## src/rtl/serializer_link_scheduler.sv

```systemverilog
// Round-robin scheduler that shares one 74165-style parallel-in/serial-out register
// between NUM_REQ byte sources, generating its serial clock and one-fall load strobe.
module serializer_link_scheduler #(
  parameter int NUM_REQ  = 4,
  parameter int CLK_DIV  = 4,
  parameter int IDLE_GAP = 0,
  parameter int CNT_W    = 16
) (
  input  logic                       clk,
  input  logic                       reset_n,
  input  logic                       enable,
  input  logic [NUM_REQ-1:0]         req_valid,
  input  logic [8*NUM_REQ-1:0]       req_data,
  output logic [NUM_REQ-1:0]         req_ready,
  output logic                       ser_clk,
  output logic                       ser_load_n,
  output logic [7:0]                 ser_data_par,
  output logic                       busy,
  output logic [$clog2(NUM_REQ)-1:0] grant_id,
  output logic [CNT_W-1:0]           words_sent
);

  localparam int IDW   = $clog2(NUM_REQ);
  localparam int DIV_W = $clog2(CLK_DIV);
  localparam int GAP_W = (IDLE_GAP > 1) ? $clog2(IDLE_GAP) : 1;

  typedef enum logic [1:0] {S_IDLE, S_LOAD, S_SHIFT, S_GAP} state_t;

  state_t           r_state;
  logic [DIV_W-1:0] r_div_cnt;
  logic             r_ser_clk;
  logic             r_ser_load_n;
  logic [7:0]       r_ser_data_par;
  logic             r_busy;
  logic [IDW-1:0]   r_grant_id;
  logic [IDW-1:0]   r_rr;
  logic [CNT_W-1:0] r_words_sent;
  logic [2:0]       r_shift_cnt;
  logic [GAP_W-1:0] r_gap_cnt;

  logic           w_tick;
  logic           w_rise;
  logic           w_fall;
  logic           w_found;
  logic [IDW-1:0] w_pick;
  logic [IDW:0]   w_sum;
  logic           w_grant;

  assign w_tick = (r_div_cnt == DIV_W'(CLK_DIV - 1));
  assign w_rise = w_tick & ~r_ser_clk;
  assign w_fall = w_tick &  r_ser_clk;

  // Scan from the highest offset down so the nearest valid index at/after r_rr wins.
  // NOTE: every variable gets a default at the top of always_comb so no path infers a latch.
  always_comb begin
    w_found = 1'b0;
    w_pick  = '0;
    w_sum   = '0;
    for (int k = NUM_REQ - 1; k >= 0; k--) begin
      w_sum = {1'b0, r_rr} + (IDW + 1)'(k);
      if (w_sum >= (IDW + 1)'(NUM_REQ)) w_sum = w_sum - (IDW + 1)'(NUM_REQ);
      if (req_valid[w_sum[IDW-1:0]]) begin
        w_found = 1'b1;
        w_pick  = w_sum[IDW-1:0];
      end
    end
  end

  assign w_grant   = (r_state == S_IDLE) & w_rise & enable & w_found;
  assign req_ready = w_grant ? (NUM_REQ'(1) << w_pick) : '0;

  // NOTE: sequential state uses non-blocking assignments only, so every register samples pre-edge values.
  always_ff @(posedge clk or negedge reset_n) begin
    if (!reset_n) begin
      r_state        <= S_IDLE;
      r_div_cnt      <= '0;
      r_ser_clk      <= 1'b1;
      r_ser_load_n   <= 1'b1;
      r_ser_data_par <= '0;
      r_busy         <= 1'b0;
      r_grant_id     <= '0;
      r_rr           <= '0;
      r_words_sent   <= '0;
      r_shift_cnt    <= '0;
      r_gap_cnt      <= '0;
    end else begin
      r_div_cnt <= w_tick ? '0 : r_div_cnt + DIV_W'(1);
      if (w_tick) r_ser_clk <= ~r_ser_clk;

      case (r_state)
        S_IDLE: begin
          if (w_grant) begin
            r_ser_data_par <= req_data[{w_pick, 3'b000} +: 8];
            r_ser_load_n   <= 1'b0;
            r_grant_id     <= w_pick;
            r_rr           <= (w_pick == IDW'(NUM_REQ - 1)) ? '0 : w_pick + IDW'(1);
            r_busy         <= 1'b1;
            r_words_sent   <= r_words_sent + CNT_W'(1);
            r_state        <= S_LOAD;
          end
        end
        // Rise to rise spans exactly one fall, where the serializer captures the byte.
        S_LOAD: begin
          if (w_rise) begin
            r_ser_load_n <= 1'b1;
            r_shift_cnt  <= '0;
            r_state      <= S_SHIFT;
          end
        end
        // Seven falls here; the eighth bit leaves on the next load fall or the first gap fall.
        S_SHIFT: begin
          if (w_fall) begin
            if (r_shift_cnt == 3'd6) begin
              if (IDLE_GAP > 0) begin
                r_gap_cnt <= '0;
                r_state   <= S_GAP;
              end else begin
                r_busy  <= 1'b0;
                r_state <= S_IDLE;
              end
            end else begin
              r_shift_cnt <= r_shift_cnt + 3'd1;
            end
          end
        end
        S_GAP: begin
          if (w_fall) begin
            if (r_gap_cnt == GAP_W'(IDLE_GAP - 1)) begin
              r_busy  <= 1'b0;
              r_state <= S_IDLE;
            end else begin
              r_gap_cnt <= r_gap_cnt + GAP_W'(1);
            end
          end
        end
        default: r_state <= S_IDLE;
      endcase
    end
  end

  assign ser_clk      = r_ser_clk;
  assign ser_load_n   = r_ser_load_n;
  assign ser_data_par = r_ser_data_par;
  assign busy         = r_busy;
  assign grant_id     = r_grant_id;
  assign words_sent   = r_words_sent;

endmodule
```

## config.mk

```make
export PLATFORM = sky130hd
export DESIGN_NAME = serializer_link_scheduler
export DESIGN_NICKNAME = d
export VERILOG_FILES = /design/src/rtl/serializer_link_scheduler.sv
export SDC_FILE = /design/constraint.sdc
export NUM_CORES = 1
export LEC_CHECK = 0
export CORE_MARGIN = 4
export CORE_UTILIZATION = 63
export DETAILED_ROUTE_END_ITERATION = 10
export DONT_BUFFER_PORTS = 1
export PLACE_DENSITY = 0.9
export SYNTH_ARGS = -nofsm -noshare
export SYNTH_HDL_FRONTEND = slang
export SYNTH_SLANG_ARGS = --single-unit
export TNS_END_PERCENT = 30
```

## constraint.sdc

```tcl
create_clock -name clk -period 2.35 [get_ports clk]
set_clock_uncertainty 0.15 [all_clocks]
set_input_delay 0.235 -clock clk [delete_from_list [all_inputs] [get_ports clk]]
set_output_delay 0.235 -clock clk [all_outputs]
set_load 0.005 [all_outputs]
```

Yosys cells after proc, flatten, opt, wreduce, memory -nomap -nowiden --
Cells that the tools add are included.
Word-level totals: bits in registers 39, bits in latches 0, memories 0, memory bits (writable) 0, ROM bits 0, output and inout bits 33, logic and storage cells 106
Operators by class: multiply operators 0, reductions and logical operators 10, order comparisons 8, eq/ne operators 13, divide/modulo/power cells 0, shift operators 2, bitwise gates (word level) 6, muxes and demuxes 44, $add $sub $neg 12
Operators with widths (number):
- $mux W2 | 16
- $shiftx A32 B6 Y8 | 1
- $add A16 B1 Y16 const B | 1
- $mux W1 | 16
- $ne A2 B2 Y1 const B | 7
- $lt A2 B3 Y1 const B | 4
- $reduce_and A6 Y1 | 2
- $ge A3 B3 Y1 const B | 3
- $mux W3 | 3
- $bmux W1 S2 | 4
- $eq A2 B2 Y1 const B | 4
- $pmux W2 S4 | 1
- $sub A2 B1 Y2 const B | 4
- $add A2 B2 Y3 const B | 2
- $pmux W3 S2 | 1
- $and A1 B1 Y1 | 5
- $add A2 B1 Y2 const B | 2
- $mux W4 | 1
- $reduce_and A2 Y1 | 2
- $reduce_and A4 Y1 | 1
- $reduce_bool A2 Y1 | 2
- $shl A1 B2 Y4 const A | 1
- $add A2 B1 Y3 const B | 1
- $add A3 B1 Y3 const B | 1
- other kinds (10) | 10

Longest topological paths before layout --
Gate-level depths: netlist (run 1).
depth in word-level cells 12, gate-level depth with buffers 8

Worst setup path before layout (run 1) --
No wires, ideal clock.
path kind register -> register, start point reg r_state[0], end point reg r_shift_cnt[2], stages on the path, launching flop included 8, setup time 121 ps, data arrival time 1637 ps, setup slack 442 ps, path buffers 1, cell sequence dfrtp_1 > inv_1 > ha_1 > clkbuf_1 > nand2_1 > a211oi_1 > o21ai_0 > a22o_1
Between the ends: longest elaborated chain between the ends 3, elaborated cells on any way between the ends 8
Ends and longest elaborated chain:
- from (decl) | line 29 | state_t r_state;
- from (signal assigned) | line 75 | r_state <= S_IDLE;
- from (signal assigned) | line 99 | r_state <= S_LOAD;
- from (signal assigned) | line 107 | r_state <= S_SHIFT;
- $eq A2 B2 Y1 or $eq A2 B1 Y1 (tied branches) | line 90 | case (r_state)
- $ne A2 B2 Y1 (no source line) or $reduce_bool A2 Y1 (tied branches)
- $reduce_and A4 Y1 (no source line)
- to (signal assigned) | line 122 | r_shift_cnt <= r_shift_cnt + 3'd1;
- to (decl) | line 38 | logic [2:0] r_shift_cnt;
Several ways; a longest one is shown, not always the timed one. A chain may end at the register's enable or synchronous reset.

Final worst setup path (run 1) --
start point reg r_rr[0], end point out req_ready[0]
Between the ends: longest elaborated chain between the ends 11, elaborated cells on any way between the ends 34
Ends and longest elaborated chain:
- from (decl) | line 36 | logic [IDW-1:0] r_rr;
- from (signal assigned) | line 96 | r_rr <= (w_pick == IDW'(NUM_REQ - 1)) ? '0 : w_pick + IDW'(1);
- $add A2 B2 Y3 | line 60 | w_sum = {1'b0, r_rr} + (IDW + 1)'(k);
- $ge A3 B3 Y1 or $sub A2 B1 Y2 (tied branches) | line 61 | if (w_sum >= (IDW + 1)'(NUM_REQ)) w_sum = w_sum - (IDW + 1)'(NUM_REQ);
- $mux W2 | line 61
- $bmux W1 S2 | line 62 | if (req_valid[w_sum[IDW-1:0]]) begin
- $mux W1 (implied by the code) | line 62
- $mux W2 or $mux W1 (tied branches) (4 in a row) | line 62
- $shl A1 B2 Y4 or $and A1 B1 Y1 (tied branches) | line 70, 69
- $mux W4 * | line 70 | assign req_ready = w_grant ? (NUM_REQ'(1) << w_pick) : '0;
- to (decl) | line 14 | output logic [NUM_REQ-1:0] req_ready,
Mark *: on every way between the ends. The rest lies on a longest branch, timed or not. The select of a mux whose other input is x is not followed.

==> results of run 1 <==
==> worst max path at each step <==
stage	slack (ps)	from	depth (start not counted)	endpoint
after floorplan	440	r_state[0]$_DFFE_PN0P_	7	r_shift_cnt[2]$_DFFE_PN0P_
after global placement	420	r_state[0]$_DFFE_PN0P_	5	r_state[1]$_DFFE_PN0P_
after detailed placement	270	r_state[1]$_DFFE_PN0P_	5	r_state[0]$_DFFE_PN0P_
after CTS	10	r_rr[0]$_DFFE_PN0P_	6	req_ready[1]
after global routing	-2	r_rr[0]$_DFFE_PN0P_	6	req_ready[3]
final	80	r_rr[0]$_DFFE_PN0P_	6	req_ready[0]
==> kinds of logic (layout without fill, tap and decap cells) <==
group | Yosys count | count (layout) | synth area share
AO/OA/AOI/OAI | 30 | 30 | 0.1162
XOR/XNOR | 16 | 16 | 0.06141
adder cells (fa/ha/maj) | 13 | 13 | 0.07127
buffers and inverters | 16 | 48 | 0.05373
flip-flops | 39 | 39 | 0.4287
multiplexers | 19 | 19 | 0.08443
AND/OR/NAND/NOR | 69 | 69 | 0.1842
==> power by group through the flow <==
stage / Sequential, mW / Clock (mW) / Combinational [mW]
final: 0.997 / 0.371 / 0.864
after global routing: 1.02 / 0.413 / 0.946
after CTS: 0.998 / 0.369 / 0.782
after detailed placement: 1.01 / 0 / 0.709
after global placement: 0.996 / 0 / 0.646
after floorplan: 0.958 / 0 / 0.615
==> routing by layer <==
metal  track usage  part of all wire  vias up
li1              -                 -      779
met1        0.2631              0.32      850
met2        0.4669              0.53       97
met3       0.08867             0.085       30
met4        0.1886             0.057        0
met5             0                 0        -
==> per-stage QoR <==
stage,total power [mW],std cells,utilization
final,2.232,280,0.7773
after global routing,2.377,280,0.7773
after CTS,2.149,277,0.7670
after detailed placement,1.719,243,0.6681
after global placement,1.642,243,0.6681
after floorplan,1.573,202,-
==> what timing repair did <==
item	CTS	global route
hold buffers	26	0
pin swaps	0	2
endpoints found under the hold margin	45	0
setup buffers	0	3
setup endpoints to repair	3	4
gates resized for setup	1	5
==> registers in the layout, indices dropped and copies added, names as in the netlist <==
register      flops
busy              1
ser_data_par      8
ser_clk           1
r_shift_cnt       3
words_sent       16
ser_load_n        1
r_state           2
r_rr              2
r_gap_cnt         1
grant_id          2
r_div_cnt         2
==> synth_stat cells, drive strengths merged (4+ instances only) <==
cell type   n  area (sq um)
a21oi       4         23.77
and2        4         25.02
and4        4         41.29
buf         5         61.31
dfrtp      37         925.9
ha         13         162.7
inv         8         30.03
mux2i      17         170.2
nand2      33         147.6
nand3       7         45.04
nand4       4         37.53
nor2        5         18.77
o21ai       5         25.02
o221ai      9         116.4
xnor2      13         113.9
==> cell type report <==
cell class / instances / area, sq um
fill: 214 / 760.7
multi-input combinational: 147 / 1196
timing repair buffer: 32 / 332.8
tap: 46 / 57.56
sequential: 39 / 978.4
clock inverter: 1 / 5.005
inverter: 8 / 30.03
clock buffer: 7 / 55.05
==> results.tsv, run 1 <==
metric	value	unit
commonest non-fill, non-tap cell in the layout	dfrtp_1	
Clock Sinks	39	
HPWL Detailed	3670	um
number of cells on the worst reg-to-reg path	7	
net switching power	831.2	uW
kind of critical path	reg2out	
Max Freq	0.4399	GHz
Synth async-reset ratio	1.000	
pwr dens	840.8	nW/um^2
Worst EP arrival	1890	ps
worst endpoint required time	1970	ps
max cap viols	0	
Area Overhead vs Synth	16.34	%
Slew headroom	0.7382	
Final Cell Area	2655	sq um
total die area	4649	sq um
Cell Area, Synth	2282	sq um
first-pass GRT wire length	9004	um
drt wl/cell	20.85	um
r2r setup slk	170	ps
CTS Buffer Depth	2	
I/O Buffers	0	
Core Footprint	3416	sq um
EDFF count, synth	0	
CP max stage cell	dfrtp_1	
total CTS buffers	5	
Max VDD drop	0.6775	mV
Setup WS pre-CTS	272.5	ps
CTS tree	done	
antenna viol nets, final	0	
yosys warns	0	
Seq cells post-synth	39	
root buffer cell	clkbuf_4	
I/O Pins	72	
Bufs and invs on worst path	1	
CP Max Fanout	6	
Period minus WS final	2273	ps
CP top delay family	compound AO/OA/AOI/OAI gates	
DRC	0	
DR vias	1756	
Seq/Total Area, Yosys	0.4287	
worst hold path depth	2	
H-tree levels	2	
clock network power share	0.166	
final setup fails	0	
worst slew pin tran	388.6	ps
grt total ovfl	0	
iteration count of the initial detailed-routing pass	4	
routed vias/inst	6.271	
Hold WC Path Type	in2reg	
initial drt markers	127	
Hold Crit Start	req_data[22]	
internal power	1.401	mW
Reg power frac	0.447	
Mapped Nets	254	
antenna violations before repair	0	
Final Hold Viols	1	
combinational power share	0.387	
ANT cells	0	
Leakage	1.209	nW
# nets final	285	
Sw Ratio	0.3724	
RR Startpoint	r_rr[0]$_DFFE_PN0P_	
ys flop type	dfrtp_1	
CP max stage delay	410	ps
failing checks	negative hold slack	
Fin Setup TNS	0	ps
Setup crit end kind	primary output	
Reg-to-Reg End	ser_data_par[5]$_DFFE_PN0P_	
total wire length	5839	um
outcome	complete, but fails checks	
Initial Utilization	0.6681	
worst skew pair latency	370	ps
Hold Crit Endpoint	ser_data_par[6]$_DFFE_PN0P_	
max-slew violation count	0	
Die Span Y	68.19	um
mean area per synthesized cell	11.30	sq um
Syn Inst Count	202	
hold_ws	-2.112	ps
Total GRT Usage	0.2673	
critical path launch point type	flip-flop	
share of cells above drive strength 1	0.1752	
most frequent cells in the layout	dfrtp_1, nand2_1, dlygate4sd3_1, mux2i_1	
period utilisation layout	0.9673	
area post-placement	2282	sq um
PnR worst setup slack	76.76	ps
CTS clk-pin slew, worst paths	130	ps
vias in the first global route	1907	
RD Place Congestion	0.7103	
Die X	68.19	um
pin count of the biggest net entering global routing	40	
floorplan row count	21	
crit path cell chain	nor2b_1, a211o_1, a21oi_4, inv_2, ha_1, and2_1	
Netlist cell types	53	
No activity file was read; power rests on OpenSTA's default activity.
==> inputs of run 2 (changes only) <==
SKIP_CTS_REPAIR_TIMING = 1   (was not set)
==> run 2 against run 1 <==
The flow now finishes without violations. Global-route usage fell by 5.0 points. Die area did not move. Non-clock buffer count rose by 1. Critical path depth did not move. Sequential cell count did not move. Sequential power barely moved. Routed wire length rose by 4.1%. Count of clock-buffer cells in the layout did not move. Sequential share of layout area rose by 0.087 points. Via count fell by 0.74%. Critical path type is now reg2reg. Final cell count rose by 0.36%.
==> results.tsv, run 2 (synthesized netlist as in run 1, its figures left out) <==
metric	value	unit
floorplan row count	21	
worst endpoint required time	2430	ps
antenna viol nets, final	0	
final setup fails	0	
total CTS buffers	5	
pin count of the biggest net entering global routing	40	
Final Cell Area	2649	sq um
Setup crit end kind	flip-flop	
Fin Setup TNS	0	ps
hold_ws	9.239	ps
vias in the first global route	1612	
antenna violations before repair	0	
HPWL Detailed	3670	um
PnR worst setup slack	58.34	ps
I/O Buffers	0	
H-tree levels	2	
Max Freq	0.4364	GHz
Core Footprint	3416	sq um
DR vias	1743	
final cell count without fillers	281	
drt wl/cell	21.63	um
Clock Sinks	39	
I/O Pins	72	
Max VDD drop	0.6500	mV
Initial Utilization	0.6681	
CTS tree	done	
CTS clk-pin slew, worst paths	120	ps
worst slew pin tran	404.3	ps
max-slew violation count	0	
share of cells above drive strength 1	0.1830	
kind of critical path	reg2reg	
total wire length	6079	um
iteration count of the initial detailed-routing pass	5	
grt total ovfl	0	
met3 WL	520	um
critical path launch point type	flip-flop	
Hold WC Path Type	in2reg	
first-pass GRT wire length	7596	um
RD Place Congestion	0.7103	
max cap viols	0	
Setup WS pre-CTS	272.5	ps
Area Overhead vs Synth	16.06	%
Die Span Y	68.19	um
Final Hold Viols	0	
Slew headroom	0.7276	
highest routed metal layer	met4	
area post-placement	2282	sq um
placed insts	243	
routed vias/inst	6.203	
met1 WL	2097	um
Worst EP arrival	2370	ps
CP Max Fanout	6	
most frequent cells in the layout	dfrtp_1, nand2_1, dlygate4sd3_1, mux2i_1	
commonest non-fill, non-tap cell in the layout	dfrtp_1	
Period minus WS final	2292	ps
root buffer cell	clkbuf_4	
outcome	finished, final reports clean	
pwr dens	859.7	nW/um^2
DRC	0	
initial drt markers	119	
Largest register FFs	16	
worst skew pair latency	350	ps
ANT cells	0	
total design power	2.277	mW
Die X	68.19	um
# nets final	286	
period utilisation layout	0.9752	
Total GRT Usage	0.2171	
CTS Buffer Depth	2	
Leakage	1.199	nW
final core utilization	0.7755	
total die area	4649	sq um
DR WL met2	3222	um
[run 2: changes by cell type in the layout (fill, tap and decap cells not counted), sizes merged]
cell / delta
dlymetal6s4s: -2
buf: +3
[run 2: area by class of cell]
| type | instances | area, sq um |
|---|---|---|
| Multi-Input combinational cell | 147 | 1189 |
| Timing Repair Buffer | 33 | 334.1 |
| Inverter | 8 | 30.03 |
| Clock buffer | 7 | 55.05 |
| Fill cell | 214 | 767.0 |
| Sequential cell | 39 | 978.4 |
| Tap cell | 46 | 57.56 |
| Clock inverter | 1 | 5.005 |
[run 2: report_power, final]
part,switching [mW],internal (mW),total [mW]
clock,0.218,0.145,0.363
combinational,0.470,0.444,0.914
sequential,0.167,0.833,1.00
total,0.855,1.42,2.28
[run 2: critical path, cell delays in order, from the launching register on]
cell and delay, ps:
dfrtp_1 420, nor2b_1 90, a211o_1 270, a21oi_4 290, mux2i_1 240, dlygate4sd3_1 590, o221ai_1 110
[run 2: path summary, 6_finish.rpt]
check	startpoint	endpoint	slack (ps)	cells past startpoint
min in group asynchronous	reset_n	words_sent[0]$_DFFE_PN0P_	200	2
setup / recovery	r_rr[0]$_DFFE_PN0P_	ser_data_par[4]$_DFFE_PN0P_	60	6
max in group asynchronous	reset_n	ser_clk$_DFFE_PN1N_	1590	2
hold reg to reg	r_div_cnt[1]$_DFF_PN0_	r_div_cnt[1]$_DFF_PN0_	350	1
setup reg to reg	r_rr[0]$_DFFE_PN0P_	ser_data_par[4]$_DFFE_PN0P_	60	6
hold / removal	req_data[22]	ser_data_par[6]$_DFFE_PN0P_	9	2
[run 2: routing by layer]
metal / track usage / up-vias
li1: - / 779
met1: 0.2503 / 849
met2: 0.3670 / 90
met3: 0.08539 / 25
met4: 0.07196 / 0
met5: 0 / -
==> inputs of run 3 (changes only) <==
CORE_UTILIZATION = 47   (was 63)
DONT_BUFFER_PORTS = not set   (was 1)
PLACE_DENSITY = 0.92   (was 0.9)
==> run 3 against run 2 <==
The flow now finishes with violations (negative setup slack). Global-route usage shrank 4.0 points. Via count grew 4.4%. Die area grew 30%. Clock power grew 52%. Combinational power grew 18%. Hold slack gained 290 ps. Largest power group is now combinational cells.
==> results.tsv, run 3 (synthesized netlist as in run 1, its figures left out) <==
metric	value	unit
Period minus WS final	2691	ps
Total GRT Usage	0.1773	
pwr dens	811.0	nW/um^2
share of cells above drive strength 1	0.1585	
max-slew violation count	0	
Core Footprint	4723	sq um
pin count of the biggest net entering global routing	40	
Area Overhead vs Synth	40.08	%
total CTS buffers	5	
r2r setup slk	220	ps
CP max stage delay	450	ps
Die X	77.69	um
worst slew pin tran	857.0	ps
initial drt markers	50	
I/O Pins	72	
I/O Buffers	71	
Die Span Y	77.69	um
Final Hold Viols	0	
HPWL Detailed	3878	um
worst skew pair latency	290	ps
CTS Buffer Depth	2	
# nets final	335	
max cap viols	0	
PnR worst setup slack	-341.2	ps
grt total ovfl	0	
hold_ws	295.3	ps
crit path cell chain	clkdlybuf4s50_1, nor2b_1, a211o_1, a21oi_4, inv_1, ha_1, and2_1, clkdlybuf4s50_1	
total die area	6035	sq um
Largest register FFs	16	
CP top delay family	buffers and inverters	
Setup crit end kind	primary output	
CTS tree	done	
DR vias	1820	
total wire length	5181	um
final setup fails	3	
drt wl/cell	14.76	um
RSZ-0062 raised after global routing	true	
Hold WC Path Type	reg2reg	
routed vias/inst	5.185	
kind of critical path	in2out	
failing checks	negative setup slack	
period utilisation layout	1.145	
final core utilization	0.6768	
H-tree levels	2	
antenna viol nets, final	0	
critical path's most frequent cell	clkdlybuf4s50_1	
Leakage	1.414	nW
root buffer cell	clkbuf_8	
Initial Utilization	0.4832	
# fillers	345	
most frequent cells in the layout	clkdlybuf4s50_1, dfrtp_1, nand2_1, mux2i_1	
antenna violations before repair	0	
Max Freq	0.3716	GHz
Clock Sinks	39	
vias in the first global route	1899	
Slew headroom	0.4286	
DRC	0	
commonest non-fill, non-tap cell in the layout	clkdlybuf4s50_1	
CTS clk-pin slew, worst paths	70	ps
RD Place Congestion	0.7416	
critical path launch point type	input port	
iteration count of the initial detailed-routing pass	4	
ANT cells	0	
first-pass GRT wire length	8694	um
outcome	complete, but fails checks	
CP max stage cell	clkdlybuf4s50_1	
floorplan row count	25	
worst endpoint required time	1970	ps
Max VDD drop	0.5035	mV
Bufs and invs on worst path	3	
Worst EP arrival	2310	ps
CP Max Fanout	5	
==> run 3: cell types whose count changed in the layout (fill, tap and decap cells not counted), moves of 2 or more <==
cell / previous run / this run
buf_12: 2 / 0
dlygate4sd3_1: 23 / 1
dlymetal6s2s_1: 0 / 2
clkbuf_8: 1 / 5
clkdlybuf4s50_1: 0 / 68
buf_4: 7 / 10
clkbuf_4: 5 / 0
==> run 3: path summary, 6_finish.rpt <==
kind	from	endpoint	cells past startpoint
worst max-delay path	req_valid[0]	req_ready[2]	8
worst min-delay path	r_div_cnt[0]$_DFF_PN0_	r_div_cnt[0]$_DFF_PN0_	1
worst max register to register	r_state[1]$_DFFE_PN0P_	busy$_DFFE_PN0P_	7
worst min register to register	r_div_cnt[0]$_DFF_PN0_	r_div_cnt[0]$_DFF_PN0_	1
max in group asynchronous	reset_n	ser_data_par[7]$_DFFE_PN0P_	2
min in group asynchronous	reset_n	r_state[0]$_DFFE_PN0P_	2
==> run 3: metrics by stage <==
step / setup TNS, ps / power, mW / area, sq um / std cells / setup WS [ps]
after CTS: -1423 / 2.564 / 3144 / 347 / -388.5
after global routing: -1210 / 2.768 / 3197 / 351 / -413.4
after global placement: -1027 / 1.939 / 3032 / 339 / -276.4
after floorplan: 0 / 1.573 / 2282 / 202 / 441.8
final: -922.0 / 2.593 / 3197 / 351 / -341.2
after detailed placement: -1779 / 1.995 / 3032 / 339 / -339.3
==> run 3: final cells by class <==
| cell class | count | area [sq um] | area share |
|---|---|---|---|
| sequential | 39 | 978.4 | 0.3061 |
| clock inverter | 3 | 43.79 | 0.01370 |
| multi-input combinational | 147 | 1196 | 0.3742 |
| clock buffer | 5 | 68.82 | 0.02153 |
| inverter | 8 | 30.03 | 0.009393 |
| tap | 67 | 83.83 | 0.02622 |
| timing repair buffer | 82 | 795.8 | 0.2489 |
==> run 3: where the power goes <==
part / switching, mW / internal, mW / total [mW]
Combinational: 0.477 / 0.604 / 1.08
Sequential: 0.126 / 0.833 / 0.959
Clock: 0.236 / 0.316 / 0.552
==> run 3: routing by layer <==
metal,track usage,share of wire,routed length (um),vias up
li1,-,-,-,883
met3,0.04292,0.041,214,7
met4,0.06762,0.015,76,0
met2,0.3099,0.54,2784,44
met5,0,0,0,-
met1,0.2086,0.41,2106,886
